`src/rtl/gpio_int_rst_seq.sv`:
```
// -----------------------------------------------------------------------------
// gpio_int_rst_seq
//
// Reset sequencer for the GPIO interrupt subsystem. It runs in the 50 MHz
// domain and drives one reset request per clock domain. After power-up, a
// global soft reset, or a PLL lock loss, every domain is held in reset. The
// sequencer then waits for a filtered PLL lock and releases the domains one
// at a time, lowest index first. Once the sequence is complete it services
// per-domain soft-reset requests.
//
// Ports
//   clk_50m       : sole clock
//   rst_50m       : synchronous reset, active-high
//   i_pll_lock    : PLL lock, already synchronized to clk_50m
//   i_sw_rst_all  : single-cycle pulse that restarts the full sequence
//   i_sw_rst_dom  : single-cycle pulses, one per domain, for individual resets
//   i_clr_flag    : clears o_lock_lost
//   o_rstn_dom    : per-domain reset request, 0 = held in reset
//   o_seq_done    : all domains released and sequencer idle in DONE
//   o_lock_lost   : sticky, lock dropped after the sequence left WAIT_LOCK
//   o_state       : ASSERT=0, WAIT_LOCK=1, RELEASE=2, DONE=3, DOM_RST=4
// -----------------------------------------------------------------------------
module gpio_int_rst_seq #(
   parameter int N_DOM     = 7,
   parameter int HOLD_CYC  = 32,
   parameter int LOCK_FILT = 16,
   parameter int STEP_DLY  = 8,
   parameter int CNT_W     = 8
) (
   input  logic             clk_50m,
   input  logic             rst_50m,
   input  logic             i_pll_lock,
   input  logic             i_sw_rst_all,
   input  logic [N_DOM-1:0] i_sw_rst_dom,
   input  logic             i_clr_flag,
   output logic [N_DOM-1:0] o_rstn_dom,
   output logic             o_seq_done,
   output logic             o_lock_lost,
   output logic [2:0]       o_state
);

   localparam int IDX_W = (N_DOM > 1) ? $clog2(N_DOM) : 1;

   typedef enum logic [2:0] {
      ST_ASSERT    = 3'd0,
      ST_WAIT_LOCK = 3'd1,
      ST_RELEASE   = 3'd2,
      ST_DONE      = 3'd3,
      ST_DOM_RST   = 3'd4
   } state_t;

   state_t             state_q,     state_d;
   logic [CNT_W-1:0]   cnt_q,       cnt_d;
   logic [IDX_W-1:0]   idx_q,       idx_d;
   logic [N_DOM-1:0]   mask_q,      mask_d;       // domains held in DOM_RST
   logic [N_DOM-1:0]   nmask_q,     nmask_d;      // requests queued during DOM_RST
   logic [N_DOM-1:0]   rstn_q,      rstn_d;
   logic               done_q,      done_d;
   logic               lock_lost_q, lock_lost_d;

   logic [CNT_W-1:0]   cnt_inc;
   logic               lock_drop;
   logic               hold_tc;
   logic               filt_tc;
   logic               step_tc;

   // The counter saturates instead of wrapping so a mis-sized parameter can
   // never alias a terminal count.
   assign cnt_inc = (cnt_q == {CNT_W{1'b1}}) ? cnt_q : cnt_q + CNT_W'(1);

   assign hold_tc = (cnt_q == CNT_W'(HOLD_CYC - 1));
   assign filt_tc = (cnt_q == CNT_W'(LOCK_FILT - 1));
   assign step_tc = (cnt_q == CNT_W'(STEP_DLY - 1));

   // Lock loss only matters once the filter has accepted the lock; while
   // waiting, lock glitches merely restart the filter.
   assign lock_drop = !i_pll_lock &&
                      ((state_q == ST_RELEASE) || (state_q == ST_DONE) ||
                       (state_q == ST_DOM_RST));

   always_comb begin
      state_d     = state_q;
      cnt_d       = cnt_q;
      idx_d       = idx_q;
      mask_d      = mask_q;
      nmask_d     = nmask_q;
      rstn_d      = rstn_q;
      lock_lost_d = i_clr_flag ? 1'b0 : lock_lost_q;

      if (i_sw_rst_all || lock_drop) begin
         state_d = ST_ASSERT;
         cnt_d   = '0;
         idx_d   = '0;
         mask_d  = '0;
         nmask_d = '0;
         rstn_d  = '0;
         // Setting the flag wins over a same-cycle clear.
         if (lock_drop) begin
            lock_lost_d = 1'b1;
         end
      end else begin
         case (state_q)
            ST_ASSERT: begin
               rstn_d = '0;
               if (hold_tc) begin
                  state_d = ST_WAIT_LOCK;
                  cnt_d   = '0;
               end else begin
                  cnt_d = cnt_inc;
               end
            end

            ST_WAIT_LOCK: begin
               if (!i_pll_lock) begin
                  cnt_d = '0;
               end else if (filt_tc) begin
                  state_d = ST_RELEASE;
                  cnt_d   = '0;
                  idx_d   = '0;
               end else begin
                  cnt_d = cnt_inc;
               end
            end

            ST_RELEASE: begin
               if (step_tc) begin
                  rstn_d = rstn_q | (N_DOM'(1) << idx_q);
                  cnt_d  = '0;
                  if (idx_q == IDX_W'(N_DOM - 1)) begin
                     state_d = ST_DONE;
                  end else begin
                     idx_d = idx_q + IDX_W'(1);
                  end
               end else begin
                  cnt_d = cnt_inc;
               end
            end

            ST_DONE: begin
               mask_d = mask_q | i_sw_rst_dom;
               if (mask_d != '0) begin
                  state_d = ST_DOM_RST;
                  cnt_d   = '0;
                  rstn_d  = ~mask_d;
               end
            end

            ST_DOM_RST: begin
               // Requests for domains already being held are absorbed.
               nmask_d = nmask_q | (i_sw_rst_dom & ~mask_q);
               if (hold_tc) begin
                  rstn_d  = rstn_q | mask_q;
                  mask_d  = nmask_d;
                  nmask_d = '0;
                  state_d = ST_DONE;
                  cnt_d   = '0;
               end else begin
                  cnt_d = cnt_inc;
               end
            end

            default: begin
               state_d = ST_ASSERT;
               cnt_d   = '0;
               idx_d   = '0;
               mask_d  = '0;
               nmask_d = '0;
               rstn_d  = '0;
            end
         endcase
      end

      done_d = (state_d == ST_DONE);
   end

   always_ff @(posedge clk_50m) begin
      if (rst_50m) begin
         state_q     <= ST_ASSERT;
         cnt_q       <= '0;
         idx_q       <= '0;
         mask_q      <= '0;
         nmask_q     <= '0;
         rstn_q      <= '0;
         done_q      <= 1'b0;
         lock_lost_q <= 1'b0;
      end else begin
         state_q     <= state_d;
         cnt_q       <= cnt_d;
         idx_q       <= idx_d;
         mask_q      <= mask_d;
         nmask_q     <= nmask_d;
         rstn_q      <= rstn_d;
         done_q      <= done_d;
         lock_lost_q <= lock_lost_d;
      end
   end

   assign o_rstn_dom  = rstn_q;
   assign o_seq_done  = done_q;
   assign o_lock_lost = lock_lost_q;
   assign o_state     = state_q;

endmodule
```
`config.mk`:
```
export PLATFORM = sky130hd
export DESIGN_NAME = gpio_int_rst_seq
export DESIGN_NICKNAME = d
export VERILOG_FILES = /design/src/rtl/gpio_int_rst_seq.sv
export SDC_FILE = /design/constraint.sdc
export NUM_CORES = 1
export LEC_CHECK = 0
export CAP_MARGIN = 15
export CORE_AREA = 2 2 107 78
export DETAILED_ROUTE_END_ITERATION = 8
export DIE_AREA = 0 0 109 80
export PLACE_DENSITY = 0.49
export SETUP_SLACK_MARGIN = 0.1
export SLEW_MARGIN = 20
export SYNTH_ARGS = -nofsm -noshare
export SYNTH_HDL_FRONTEND = slang
export SYNTH_SLANG_ARGS = --single-unit
export TNS_END_PERCENT = 20
```
`constraint.sdc`:
```
create_clock -name clk_50m -period 2.5 [get_ports clk_50m]
set_input_delay 0.75 -clock clk_50m [delete_from_list [all_inputs] [get_ports clk_50m]]
set_output_delay 0.75 -clock clk_50m [all_outputs]
set_load 0.01 [all_outputs]
```
== Word-level counts from Yosys, hierarchy flattened ==
Cells that the tools add are included.

* Bits in registers: 37
* Word-level logic and storage cells: 84

* Shift operators: 1
* Bitwise gates (word level): 10
* Add/subtract/negate cells: 2
* Muxes and demuxes: 32
* Equality and inequality tests: 16
* Reductions and logical operators: 15

{| class="wikitable"
|+ Operator list
! cell !! count
|-
| two-way mux 8 bit || 6
|-
| two-way mux 3 bit || 12
|-
| two-way mux 7 bit || 5
|-
| one-hot mux 8 bit (4 select lines) || 1
|-
| bitwise OR 7 bit || 4
|-
| one-hot mux 7 bit (4 select lines) || 1
|-
| one-hot mux 7 bit (3 select lines) || 1
|-
| one-hot mux 3 bit (5 select lines) || 1
|-
| NOT 7 bit || 2
|-
| one-hot mux 7 bit (2 select lines) || 1
|-
| != test 2 bit (second input constant) || 5
|-
| == test 3 x 2 -> 1 bit (second input constant) || 3
|-
| one-hot mux 3 bit (3 select lines) || 1
|-
| adder 8 x 1 -> 8 bit (second input constant) || 1
|-
| == test 8 x 3 -> 1 bit (second input constant) || 1
|-
| == test 8 x 4 -> 1 bit (second input constant) || 1
|-
| == test 8 x 5 -> 1 bit (second input constant) || 1
|-
| == test 8 bit (second input constant) || 1
|-
| bitwise AND 7 bit || 1
|-
| nonzero test 7 bit || 1
|-
| << shifter 1 x 3 -> 7 bit (first input constant) || 1
|-
| == test 3 bit (second input constant) || 2
|-
| OR reduction 3 bit || 2
|-
| AND reduction 5 bit || 1
|-
| 13 further kinds || 20
|}

== Logic depth before layout (Yosys ltp) ==
* Word-level depth: 7
* Depth in mapped cells: 8
* Depth with buffers taken out: 6

== Worst setup path before layout ==
Ideal clock, no wire load.

* Kind: register -> register
* From: register state_q[0] (netlist: o_state[0])
* To: register idx_q[0]
* Path slack: 0.568 ns
* Path buffers: 2
* Arrival: 1.844 ns
* Period minus slack after synthesis: 1.932 ns
* Stages on the path, launching flop included: 8
* Path through: dfxtp_1 -> buf_2 -> buf_2 -> or3b_1 -> or4_1 -> a31oi_2 -> nand4_1 -> o31ai_1

* Cells in the longest elaborated chain, start to end: 6
* Elaborated cells on any way between the ends: 18

{| class="wikitable"
|+ Ends and longest elaborated chain
! what !! RTL line !! RTL
|-
| start, declared || 52 || <nowiki>state_t state_q, state_d;</nowiki>
|-
| start signal, assigned || 187 || <nowiki>state_q <= state_d;</nowiki>
|-
| == test 3 x 2 -> 1 bit || 78, 102 ||
|-
| logical OR 1 bit (2 in a row) || 78 || <nowiki>((state_q == ST_RELEASE) || (state_q == ST_DONE) ||</nowiki>
|-
| logical AND 1 bit || 77 || <nowiki>assign lock_drop = !i_pll_lock &&</nowiki>
|-
| logical OR 1 bit || 90 || <nowiki>if (i_sw_rst_all || lock_drop) begin</nowiki>
|-
| OR reduction 2 bit (no line) || n/a ||
|-
| end signal, assigned || 189 || <nowiki>idx_q <= idx_d;</nowiki>
|-
| end, declared || 54 || <nowiki>logic [IDX_W-1:0] idx_q, idx_d;</nowiki>
|}

Several ways; a longest one is shown, not always the timed one.
A chain may end at the register's enable or synchronous reset.

== Worst setup path after layout ==
* From: register state_q[1] (netlist: o_state[1])
* To: output o_state[1]

{| class="wikitable"
|+ RTL lines
! what !! RTL line !! RTL
|-
| end, declared || 39 || <nowiki>output logic [2:0] o_state</nowiki>
|}

No word-level cell between the ends.

==> insert_results.sql <==
INSERT INTO impl_metrics (metric_group, metric, value, unit) VALUES
('power_and_ir_drop', 'largest_vdd_supply_drop', '0.211', 'mV'),
('routing', 'route.antenna.remaining_nets', '0', ''),
('sta', 'fin_worst_hold_slack', '0.477', 'ns'),
('synthesis', 'yosysUniqueCellTypes', '54', ''),
('outcome', 'outcome', 'complete, no violations', ''),
('sta', 'setup_repair_after_global_routing_missed_its_margin', 'true', ''),
('sta', 'timing.clock.skew', '0.00534', 'ns'),
('worst_setup_path', 'max_stage_delay', '0.69', 'ns'),
('clock_tree', 'buffer_cell_driving_the_clock_tree_root', 'clkbuf_8', ''),
('clock_tree', 'clock_path_buffers', '2', ''),
('grt', 'via_count_of_the_first_global_routing_pass', '2128', ''),
('flow_run', 'drv.max_cap_violation_count', '0', ''),
('synthesis', 'yosysMostFrequentCell', 'dfxtp_1', ''),
('synthesis', 'ys.warnings.count', '0', ''),
('synthesis', 'main_combinational_cell_family_by_area_after_synthesis', 'compound AO/OA/AOI/OAI gates', ''),
('synthesis', 'synth-adder-area-share', '3.34', '%'),
('synthesis', 'synth_area_leaders', 'dfxtp_1, o21ai_0, nand2_1', ''),
('worst_setup_path', 'r2r_setup_slack', '0.33', 'ns'),
('routing', 'vias', '2347', ''),
('worst_setup_path', 'reg2reg_depth', '5', ''),
('worst_setup_path', 'cp_cell_sequence', 'clkdlybuf4s50_1', ''),
('floorplanning', 'die_w', '109', 'um'),
('worst_setup_path', 'cp_top_family', 'flip-flops', ''),
('synthesis', 'synth_simple_gate_area_share', '23.3', '%'),
('clock_tree', 'tritoncts', 'done', ''),
('worst_setup_path', 'worstPathMaxFanout', '16', ''),
('worst_setup_path', 'critical_path_class', 'reg -> out', ''),
('routing', 'drtPass1Iterations', '4', ''),
('floorplanning', 'die-area', '8720', 'sq um'),
('synthesis', 'synth_edf_count', '0', ''),
('synthesis', 'post-synth-top-area-fraction', '33.0', '%'),
('routing', 'viasPerCell', '5.52', ''),
('sta', 'slew_viol_final', '0', ''),
('sta', 'timing.final.setup_violations', '0', ''),
('sta', 'setup-tns-final', '0', 'ns'),
('worst_setup_path', 'timing.rr.end', 'o_rstn_dom[5]$_SDFFE_PP0P_', ''),
('clock_tree', 'cts.clk_slew.worst_paths', '0.08', 'ns'),
('clock_tree', 'post-cts-setup-buffer-count', '0', ''),
('synthesis', 'yosys_most_used_dff', 'dfxtp_1', ''),
('place', 'buffer_ports.inserted', '23', ''),
('synthesis', 'synth_xor_xnor_area_share', '0.390', '%'),
('worst_setup_path', 'slowest_stage', 'dfxtp_1', ''),
('clock_tree', 'clock_latency', '0.30', 'ns'),
('synthesis', 'postSynth.asyncResetShare', '0', '%'),
('layout', 'fill_cells', '807', ''),
('sta', 'timing.final.ws_setup', '0.119', 'ns'),
('worst_hold_path', 'min_path_cells', '2', ''),
('sta', 'slew_headroom', '61.9', '%'),
('floorplanning', 'placementRows', '27', ''),
('synthesis', 'synth_compound_gate_area_share', '32.7', '%'),
('floorplanning', 'floorplan.die.height', '80', 'um'),
('layout', 'insertedDiodeCount', '0', ''),
('synthesis', 'number_of_nets_in_the_synthesized_netlist', '308', ''),
('routing', 'avgRoutedWirePerCell', '16.6', 'um'),
('clock_tree', 'cts_max_level', '2', ''),
('synthesis', 'synth_commonest_cells', 'dfxtp_1, o21ai_0, nand2_1', ''),
('worst_setup_path', 'crit_cells', '1', ''),
('layout', 'nets', '341', ''),
('synthesis', 'ys_ff_latch', '37', ''),
('clock_tree', 'hold_buffers', '0', ''),
('layout', 'layout.core_utilization', '36.7', '%'),
('synthesis', 'post_synthesis_average_cell_area', '7.74', 'sq um'),
('sta', 'final_period_minus_worst_setup_slack', '2.38', 'ns'),
('worst_setup_path', 'cp.required', '1.75', 'ns'),
('grt', 'grt_pass1_wl', '11.4', 'mm'),
('grt', 'largest_net_degree_at_the_start_of_global_routing', '25', ''),
('worst_hold_path', 'min_path_type', 'reg -> reg', ''),
('clock_tree', 'cts-buffers-inserted', '5', ''),
('power_and_ir_drop', 'powerDensity', '385', 'nW/um^2'),
('routing', 'post-route-drc-count', '0', ''),
('grt', 'grt.overflow.total', '0', '');
## per-stage QoR
stage / instance area (sq um) / instances
floorplan: 2240 / 290
global placement: 2730 / 417
detailed placement: 2730 / 417
CTS: 2810 / 425
global route: 2820 / 425
finish: 2820 / 425
## final cells by class
class / count / share of cell area, %
Timing Repair Buffer: 46 / 15.6
Sequential cell: 37 / 26.3
Tap cell: 101 / 4.49
Inverter: 15 / 2.00
Clock buffer: 6 / 2.58
Multi-Input combinational cell: 218 / 48.6
Clock inverter: 2 / 0.356
## repair_timing
action                                  CTS  global route
endpoints found under the setup margin    0             3
resized for setup                         0             2
endpoints found under the hold margin     0             0
## layout by cell type (no fill, tap or decap), types with 4 or more instances in the layout
cell type | netlist | final
dfxtp_1 | 37 | 37
o21ai_0 | 34 | 34
nand2_1 | 28 | 28
nor2_1 | 27 | 27
clkdlybuf4s50_1 | 0 | 23
buf_4 | 1 | 20
inv_1 | 15 | 15
a31oi_1 | 13 | 13
a21oi_1 | 12 | 12
nand4_1 | 7 | 7
a32oi_1 | 7 | 7
ha_1 | 6 | 6
nor3_1 | 6 | 5
a221oi_1 | 5 | 5
clkbuf_8 | 0 | 5
o22ai_1 | 4 | 4
o31ai_1 | 4 | 4
## registers in the layout, indices dropped and copies added, names as in the netlist
signal       flops
o_rstn_dom       7
mask_q           7
o_state          3
idx_q            3
nmask_q          7
o_lock_lost      1
cnt_q            8
o_seq_done       1
## cells by family (layout without fill, tap and decap cells)
logic type / Yosys count / in the layout
AND/OR/NAND/NOR: 102 / 102
multiplexers: 1 / 1
XOR/XNOR: 1 / 1
AO/OA/AOI/OAI: 108 / 108
flip-flops: 37 / 37
adder cells (fa/ha/maj): 6 / 6
buffers and inverters: 35 / 69
## layer usage
metal  GRT usage [%]  wire [um]  up-vias
met5               0          0        -
met4            5.00         74        0
met3            3.27        277        5
met2            23.3       2810       55
met1            26.6       3910     1141
li1                -          -     1146
## power breakdown
| part | total [W] | internal (W) | switching, W | leakage, nW |
|---|---|---|---|---|
| clock | 0.000432 | 0.000194 | 0.000238 | 0.0450 |
| sequential | 0.000592 | 0.000590 | 0.00000152 | 0.298 |
| combinational | 0.0000604 | 0.0000298 | 0.0000306 | 0.594 |
| total | 0.00108 | 0.000814 | 0.000270 | 0.937 |
## worst min path at each step
| stage | startpoint | endpoint |
|---|---|---|
| after floorplan | nmask_q[0]$_SDFFE_PP0N_ | mask_q[0]$_SDFFE_PP0P_ |
| after global placement | nmask_q[4]$_SDFFE_PP0N_ | mask_q[4]$_SDFFE_PP0P_ |
| after detailed placement | nmask_q[3]$_SDFFE_PP0N_ | mask_q[3]$_SDFFE_PP0P_ |
| after CTS | nmask_q[3]$_SDFFE_PP0N_ | mask_q[3]$_SDFFE_PP0P_ |
| after global routing | nmask_q[3]$_SDFFE_PP0N_ | mask_q[3]$_SDFFE_PP0P_ |
| final | nmask_q[3]$_SDFFE_PP0N_ | mask_q[3]$_SDFFE_PP0P_ |
Note: power is estimated with default switching activity, not from simulation.
